### config.mk
export PLATFORM = sky130hd
export DESIGN_NAME = sensor_frame_scheduler
export DESIGN_NICKNAME = d
export VERILOG_FILES = /design/src/rtl/sensor_frame_scheduler.sv
export SDC_FILE = /design/constraint.sdc
export NUM_CORES = 1
export LEC_CHECK = 0
export CORE_MARGIN = 1
export CORE_UTILIZATION = 59
export CTS_CLUSTER_DIAMETER = 30
export DETAILED_ROUTE_END_ITERATION = 10
export GPL_ROUTABILITY_DRIVEN = 0
export GPL_TIMING_DRIVEN = 1
export PLACE_DENSITY = 0.9
export SYNTH_ARGS = -nofsm -noshare
export SYNTH_HDL_FRONTEND = slang
export SYNTH_SLANG_ARGS = --single-unit
### constraint.sdc
create_clock -name clk -period 30.2 [get_ports clk]
set_input_delay 3.02 -clock clk [delete_from_list [all_inputs] [get_ports clk]]
set_output_delay 3.02 -clock clk [all_outputs]
set_load 0.02 [all_outputs]
### src/rtl/sensor_frame_scheduler.sv
// Pairs quaternion/gyro strobes into sequenced frames and double-buffers them for the MCU.
// Optional per-frame checksum is built only when FRAME_CHK_EN is defined.
module sensor_frame_scheduler #(
    parameter int PAIR_TIMEOUT  = 3000,
    parameter int STALE_TIMEOUT = 300000,
    parameter int SEQ_W         = 8
) (
    input  logic             clk,
    input  logic             rst,
    input  logic             quat_valid,
    input  logic [15:0]      quat_w,
    input  logic [15:0]      quat_x,
    input  logic [15:0]      quat_y,
    input  logic [15:0]      quat_z,
    input  logic             gyro_valid,
    input  logic [15:0]      gyro_x,
    input  logic [15:0]      gyro_y,
    input  logic [15:0]      gyro_z,
    input  logic             rd_cs_n,
    output logic [15:0]      frm_w,
    output logic [15:0]      frm_x,
    output logic [15:0]      frm_y,
    output logic [15:0]      frm_z,
    output logic [15:0]      frm_gx,
    output logic [15:0]      frm_gy,
    output logic [15:0]      frm_gz,
    output logic [SEQ_W-1:0] frm_seq,
    output logic [3:0]       frm_flags,
    output logic [7:0]       frm_chk,
    output logic [7:0]       drop_cnt
);

    localparam logic [15:0] PAIR_LIM  = 16'(PAIR_TIMEOUT - 1);
    localparam logic [23:0] STALE_MAX = 24'(STALE_TIMEOUT);

    typedef enum logic [1:0] {IDLE, HAVE_Q, HAVE_G, COMMIT} state_t;

    typedef struct packed {
        logic [15:0]      w;
        logic [15:0]      x;
        logic [15:0]      y;
        logic [15:0]      z;
        logic [15:0]      gx;
        logic [15:0]      gy;
        logic [15:0]      gz;
        logic [SEQ_W-1:0] seq;
        logic [3:0]       flags;
    } frame_t;

    state_t state, state_nxt, entry_nxt;

    logic        cs_meta, cs_sync, lock, lock_q, lock_fall;
    logic [15:0] stg_w, stg_x, stg_y, stg_z, stg_gx, stg_gy, stg_gz;
    logic        q_fresh, g_fresh;
    logic [15:0] pair_cnt;
    logic [23:0] stale_cnt;
    logic        pair_to, stale_hit, commit;
    logic        rd_sel, swap_pend;
    logic [SEQ_W-1:0] seq, seq_nxt;
    frame_t      bank [2];
    frame_t      cfrm;

    assign lock      = ~cs_sync;
    assign lock_fall = lock_q & ~lock;
    assign commit    = (state == COMMIT);
    assign pair_to   = (pair_cnt >= PAIR_LIM);
    assign stale_hit = (stale_cnt == STALE_MAX);
    assign seq_nxt   = seq + {{(SEQ_W-1){1'b0}}, 1'b1};

    always_ff @(posedge clk or posedge rst) begin
        if (rst) begin
            cs_meta <= 1'b1;
            cs_sync <= 1'b1;
            lock_q  <= 1'b0;
        end else begin
            cs_meta <= rd_cs_n;
            cs_sync <= cs_meta;
            lock_q  <= lock;
        end
    end

    // Strobes always land in staging, even during the commit cycle.
    always_ff @(posedge clk or posedge rst) begin
        if (rst) begin
            stg_w   <= '0;
            stg_x   <= '0;
            stg_y   <= '0;
            stg_z   <= '0;
            stg_gx  <= '0;
            stg_gy  <= '0;
            stg_gz  <= '0;
            q_fresh <= 1'b0;
            g_fresh <= 1'b0;
        end else begin
            if (quat_valid) begin
                stg_w   <= quat_w;
                stg_x   <= quat_x;
                stg_y   <= quat_y;
                stg_z   <= quat_z;
                q_fresh <= 1'b1;
            end else if (commit) begin
                q_fresh <= 1'b0;
            end
            if (gyro_valid) begin
                stg_gx  <= gyro_x;
                stg_gy  <= gyro_y;
                stg_gz  <= gyro_z;
                g_fresh <= 1'b1;
            end else if (commit) begin
                g_fresh <= 1'b0;
            end
        end
    end

    always_ff @(posedge clk or posedge rst) begin
        if (rst) begin
            state     <= IDLE;
            pair_cnt  <= '0;
            stale_cnt <= '0;
        end else begin
            state <= state_nxt;
            if (quat_valid || gyro_valid)
                pair_cnt <= 16'd1;
            else if ((state == HAVE_Q || state == HAVE_G) && pair_cnt != 16'hFFFF)
                pair_cnt <= pair_cnt + 16'd1;
            if (commit)
                stale_cnt <= '0;
            else if (!stale_hit)
                stale_cnt <= stale_cnt + 24'd1;
        end
    end

    always_comb begin
        entry_nxt = IDLE;
        if (quat_valid && gyro_valid)
            entry_nxt = COMMIT;
        else if (quat_valid)
            entry_nxt = HAVE_Q;
        else if (gyro_valid)
            entry_nxt = HAVE_G;
    end

    always_comb begin
        state_nxt = state;
        unique case (state)
            IDLE, COMMIT: state_nxt = entry_nxt;
            HAVE_Q: begin
                if (gyro_valid)
                    state_nxt = COMMIT;
                else if (quat_valid)
                    state_nxt = HAVE_Q;
                else if (pair_to)
                    state_nxt = COMMIT;
            end
            HAVE_G: begin
                if (quat_valid)
                    state_nxt = COMMIT;
                else if (gyro_valid)
                    state_nxt = HAVE_G;
                else if (pair_to)
                    state_nxt = COMMIT;
            end
        endcase
    end

    always_comb begin
        cfrm.w     = stg_w;
        cfrm.x     = stg_x;
        cfrm.y     = stg_y;
        cfrm.z     = stg_z;
        cfrm.gx    = stg_gx;
        cfrm.gy    = stg_gy;
        cfrm.gz    = stg_gz;
        cfrm.seq   = seq_nxt;
        cfrm.flags = {1'b0, swap_pend, g_fresh, q_fresh};
    end

    // Only the back bank is ever written by a commit; the reader's bank moves via rd_sel.
    always_ff @(posedge clk or posedge rst) begin
        if (rst) begin
            bank[0]   <= '0;
            bank[1]   <= '0;
            seq       <= '0;
            rd_sel    <= 1'b0;
            swap_pend <= 1'b0;
            drop_cnt  <= '0;
        end else begin
            if (commit) begin
                bank[~rd_sel] <= cfrm;
                seq           <= seq_nxt;
                if (swap_pend && drop_cnt != 8'hFF)
                    drop_cnt <= drop_cnt + 8'd1;
            end else if (stale_hit) begin
                bank[rd_sel].flags[3] <= 1'b1;
            end
            if (commit && !lock) begin
                rd_sel    <= ~rd_sel;
                swap_pend <= 1'b0;
            end else if (commit) begin
                swap_pend <= 1'b1;
            end else if (lock_fall && swap_pend) begin
                rd_sel    <= ~rd_sel;
                swap_pend <= 1'b0;
            end
        end
    end

    assign frm_w     = bank[rd_sel].w;
    assign frm_x     = bank[rd_sel].x;
    assign frm_y     = bank[rd_sel].y;
    assign frm_z     = bank[rd_sel].z;
    assign frm_gx    = bank[rd_sel].gx;
    assign frm_gy    = bank[rd_sel].gy;
    assign frm_gz    = bank[rd_sel].gz;
    assign frm_seq   = bank[rd_sel].seq;
    assign frm_flags = bank[rd_sel].flags;

`ifdef FRAME_CHK_EN
    logic [SEQ_W+7:0] seq_ext;
    logic [7:0]       chk_nxt;
    logic [7:0]       chk_bank [2];

    assign seq_ext = {8'h00, seq_nxt};
    assign chk_nxt = stg_w[15:8]  ^ stg_w[7:0]  ^ stg_x[15:8]  ^ stg_x[7:0]
                   ^ stg_y[15:8]  ^ stg_y[7:0]  ^ stg_z[15:8]  ^ stg_z[7:0]
                   ^ stg_gx[15:8] ^ stg_gx[7:0] ^ stg_gy[15:8] ^ stg_gy[7:0]
                   ^ stg_gz[15:8] ^ stg_gz[7:0] ^ seq_ext[7:0];

    always_ff @(posedge clk or posedge rst) begin
        if (rst) begin
            chk_bank[0] <= '0;
            chk_bank[1] <= '0;
        end else if (commit) begin
            chk_bank[~rd_sel] <= chk_nxt;
        end
    end

    assign frm_chk = chk_bank[rd_sel];
`else
    assign frm_chk = 8'h00;
`endif

endmodule
### Word level (Yosys, flattened, before mapping)

Index checks and enable logic that the tools add are counted.

* bits in registers: 425
* input bits: 117

* add/sub/neg operators: 4
* order comparisons: 5
* equality and inequality tests: 8
* mux-type cells: 33
* bitwise gates (word level): 5
* reduce and logical (&&, ||, !) cells: 19

Operator list (count)
* 248-bit bitwise mux: 2
* 124-bit 2-to-1 mux: 4
* 248-bit 2-to-1 mux: 2
* 124-bit demux with 1-bit select: 2
* 24-bit 2-to-1 mux: 2
* 16-bit 2-to-1 mux: 2
* 24-bit by 1-bit adder with 24-bit output, second input constant: 1
* 24-bit by 19-bit equality test with 1-bit output, second input constant: 1
* 16-bit by 1-bit adder with 16-bit output, second input constant: 1
* 8-bit by 1-bit adder with 8-bit output, second input constant: 2
* 16-bit by 12-bit greater-or-equal comparator with 1-bit output, second input constant: 1
* 2-bit 2-to-1 mux: 8
* 16-bit != test, second input constant: 1
* 2-bit nonzero test: 5
* 1-bit 2-to-1 mux: 9
* 8-bit != test, second input constant: 1
* 1-bit logical AND: 7
* 2-bit case mux with 3 select lines: 1
* 2-bit equality test, second input constant: 2
* 2-bit greater-or-equal comparator, second input constant: 2
* 2-bit by 1-bit < comparator with 1-bit output, second input constant: 2
* 4-bit 2-to-1 mux: 1
* 2-bit by 1-bit != test with 1-bit output, second input constant: 2
* 1-bit inverter with 2-bit output: 2
* other kinds (8): 11

### Longest topological paths before layout

* depth after elaboration: 8
* mapped depth: 10
* mapped depth without buffers: 6

### Worst setup path before layout

Ideal clock, no wire load.

* path type: register -> output
* start point: register rd_sel
* end point: output port frm_y[15]
* arrival: 1455 ps
* required time: 27180 ps
* setup slack: 25725 ps
* stages on the path, launching flop included: 5
* buffers on the path: 3
* path through: dfrtp_1 clkbuf_1 clkbuf_1 clkbuf_1 o21ai_0

* longest elaborated chain between the ends: 4

Ends and longest elaborated chain
* from (decl): RTL line 58 `logic rd_sel, swap_pend;`
* from (signal assigned): RTL line 197 `rd_sel <= ~rd_sel;`
* from (signal assigned): RTL line 202 `rd_sel <= ~rd_sel;`
* 1-bit inverter with 2-bit output (implied by the code): RTL line 210 `assign frm_y = bank[rd_sel].y;`
* 124-bit 2-to-1 mux (3 in a row)
* to (decl): RTL line 22 `output logic [15:0] frm_y,`

Every way passes these cells. The select of a mux whose other input is x is not followed.

### Worst setup path after layout

* start point: register rd_sel
* end point: output port frm_w[13]

* longest elaborated chain between the ends: 4

Ends and longest elaborated chain
* 1-bit inverter with 2-bit output (implied by the code): RTL line 208 `assign frm_w = bank[rd_sel].w;`
* 124-bit 2-to-1 mux (3 in a row)
* to (decl): RTL line 20 `output logic [15:0] frm_w,`

Every way passes these cells. The select of a mux whose other input is x is not followed.

==> summary.md <==
| Metric | Value |
|---|---|
| Worst slew margin | `24.3%` |
| Synth Area in Adders | `less than 1%` |
| Busiest grt layer | `met2` |
| Combinational share of power | `26.0%` |
| DRT Pass-1 Iters | `5` |
| Syn avg cell area | `about 9.6 um^2` |
| Largest family of logic cells by synthesized area | `compound AO/OA/AOI/OAI gates` |
| Final Max Slew Viols | `0` |
| Die area | `approximately 0.032 mm^2` |
| Synth Instances | `~1.9k` |
| Post-Synth Simple-Gate Area | `12.2%` |
| Slowest CP cell | `buf_4` |
| Ys async rst share | `between 90% and 100%` |
| Fin crit period | `around 6.4 ns` |
| Number of setup buffers added after CTS | `0` |
| Internal power | `about 1.6 mW` |
| Synth area leaders | `dfrtp_1 (57%), o21ai_0 (10%), nand2_1 (7.7%)` |
| # resized after CTS | `0` |
| Pin count of the biggest net entering global routing | `between 150 and 200` |
| WP data arrival | `3.42 ns` |
| Layout cells sized above 1 | `between 10% and 20%` |
| Clock-pin slew on the worst setup and hold paths | `0.05 ns` |
| Remaining antenna violation count | `0` |
| XOR/XNOR Fraction of Synth Area | `~1.4%` |
| Setup Viol. Count Final | `0` |
| Final Hold Fails | `0` |
| Least-Margin Pin Slew | `~1.1 ns` |
| Part of the cycle the worst path needs | `approximately a fifth` |
| Nets@finish | `around 2.3k` |
| DRC Markers | `0` |
| Overall Global Routing Usage | `about a third` |
| Via Count | `around 15k` |
| Grt met1 use | `around 37%` |
| P&R area growth vs syn | `30.7%` |
| Total net switching power | `a little over 0.8 mW` |
| Detailed Route WL | `just under 50000 um` |
| Setup Crit Path Kind | `reg -> out` |
| Buffers on Ports | `around 250` |
| Synth cell types | `between 60 and 70` |
| Root buf cell | `clkbuf_16` |
| Hpwl dp | `between 20000 and 30000 um` |
| CP Launch Type | `flop` |
| CTS sink cnt | `between 400 and 500` |
| DIE HEIGHT | `179 um` |
| Vias in the first global route | `around 16k` |
| Sequential area share after synthesis | `around 58%` |
| Synth Area in Compound Gates | `between 10% and 20%` |
| Gr ovfl total | `0` |
| Yosys top cell area share | `between 50% and 60%` |
| Wirelength per Cell | `~19 um` |
| Iteration-0 DRC Markers | `between 1k and 1.5k` |
| Status | `completed` |
| Global-route wire length before repair | `79100 um` |
| Routing usage on met3 | `a little under 10%` |
| Crit Path Max Fanout | `between 100 and 150` |
| Maximum root-to-sink buffer count | `3` |
| Power per Cell Area | `between 100 and 150 mW/mm^2` |
| Hold Crit Class | `reg -> reg` |
| I/O Pins | `about 260` |
| Post-synthesis mux area share | `7.20%` |
| Sw Ratio | `around 33%` |
| Hold_sp | `cs_meta` |
| Worst Skew | `0.0229 ns` |
| Hold Buf Count CTS | `0` |
| Synth area leader | `dfrtp_1` |
| Cell breakdown of the critical path | `buf_4, nand2_1, o21ai_0, clkdlybuf4s50_1` |
| Row cnt | `64` |
| Worst Path Required | `roughly 27 ns` |
| Max-Cap Viols | `0` |
| CP Launch Point | `rd_sel` |
| Via/cell ratio | `roughly 5.7` |
| Setup TNS | `0 ns` |
| Number of enable flip-flop cells after synthesis | `0` |
| CP peak stage delay | `0.95 ns` |
| Ys Warns | `0` |
| Setup crit end kind | `output pin` |
| Worst skew pair latency | `around 0.59 ns` |
| H-tree levels | `3` |
| CTS tree | `done` |
| Mapped Area | `0.0184 mm^2` |
| Core Area | `just over 0.03 mm^2` |
| Maximum VDD drop | `0.0000617 V` |
| Post-Layout Inst Area | `~0.024 mm^2` |
| Antenna violations before repair | `4` |
| Total CTS buffers | `85` |
| Initial Util | `between 60% and 70%` |
| Internal reg-to-reg setup slack | `25.88 ns` |
| RSZ-0062 raised after global routing | `no` |
| Synth Register Bits | `roughly 430` |
| RR Startpoint | `rd_sel` |
| Die width | `about 180 um` |
| Placed Area | `between 0.02 and 0.025 mm^2` |
| Static leakage power | `between 10 and 15 nW` |
| M2 GR Usage | `around 53%` |
| Ys flop type | `dfrtp_1` |
| Sequential share of power | `between 30 and 40%` |
| Max frequency | `about 0.16 GHz` |
| Clk pwr share | `between 30% and 40%` |
[flip-flops by register name, summed over array words and instances, names as in the netlist]
signal / count
bank: 248
stale_cnt: 24
pair_cnt: 16
stg_gx: 16
stg_gy: 16
stg_gz: 16
stg_w: 16
stg_x: 16
stg_y: 16
stg_z: 16
drop_cnt: 8
seq: 8
state: 2
cs_meta: 1
cs_sync: 1
g_fresh: 1
lock_q: 1
q_fresh: 1
rd_sel: 1
swap_pend: 1
[layout by cell type, fill, tap and decap left out, drive strengths merged, types with 17 or more instances in the layout]
master / n
inv: 277
nand3: 29
clkdlybuf4s50: 246
o21ai: 369
nand2: 379
mux2: 117
a21oi: 25
dfrtp: 423
clkbuf: 101
xnor2: 17
nor2: 21
[final cells by class]
cell class | instances | area [um^2]
Fill cell | 1744 | 6570
Antenna cell | 3 | 7.51
Tap cell | 396 | 495
Multi-Input combinational cell | 1124 | 6390
Clock buffer | 101 | 2330
Clock inverter | 53 | 673
Timing Repair Buffer | 259 | 2570
Sequential cell | 425 | 10600
Inverter | 264 | 998
[worst paths after layout]
kind                        endpoint  depth (start not counted)
max                        frm_w[13]                          4
min reg2reg                  cs_sync                          0
min                          cs_sync                          0
max reg2reg                 bank[52]                          7
max in group asynchronous  stg_z[14]                          4
min in group asynchronous   bank[25]                          2
[per-layer routing]
metal,wire (um),up-vias
met2,24700,639
li1,-,6741
met3,4120,157
met1,18400,7540
met4,2000,2
met5,12,-
[metrics by stage]
stage,power (mW),hold slack [ns],util (%),instances,setup slack (ns)
final,2.43,0.356,78.6,2625,23.76
after global routing,2.54,0.359,78.6,2623,23.58
after floorplan,1.18,0.345,-,1930,15.35
after CTS,2.44,0.357,78.6,2622,23.79
after detailed placement,1.44,0.350,68.8,2468,23.80
after global placement,1.41,0.346,68.8,2468,23.88
[cell families (layout without fill, tap and decap cells)]
kind of cell,after synthesis,count (layout)
other cells,1,11
flops,425,425
mux,118,118
compound gates,444,444
xor+xnor,29,29
simple gates,513,513
buf+inv,381,677
fa+ha+maj,12,12
[power groups by stage]
stage	combinational [mW]	sequential, mW	clock [mW]
2_1_floorplan	0.386	0.796	0
3_3_place_gp	0.592	0.817	0
3_5_place_dp	0.613	0.828	0
4_1_cts	0.631	0.826	0.979
5_1_grt	0.691	0.845	1.01
6_report	0.632	0.827	0.970
[synth_stat cells (3+ instances only)]
library cell	instances
a21o_1	3
a21oi_1	25
a31oi_1	5
and3_1	8
buf_1	4
buf_4	9
clkbuf_1	101
dfrtp_1	423
ha_1	12
inv_1	264
mux2_2	117
nand2_1	379
nand2b_1	3
nand3_1	28
nand4_1	12
nor2_1	21
nor3_1	12
nor4_1	4
o21ai_0	369
o22ai_1	16
o31ai_1	8
o41ai_1	3
or3_1	9
or4_1	13
xnor2_1	17
xor2_1	12
[worst max-delay path, delay by kind of cell (launching register included)]
kind            cells  cell delay (ns)
flops               1             0.82
compound gates      1             0.13
simple gates        1             0.19
buf+inv             2             1.64
Power figures use the tool's default switching activity.
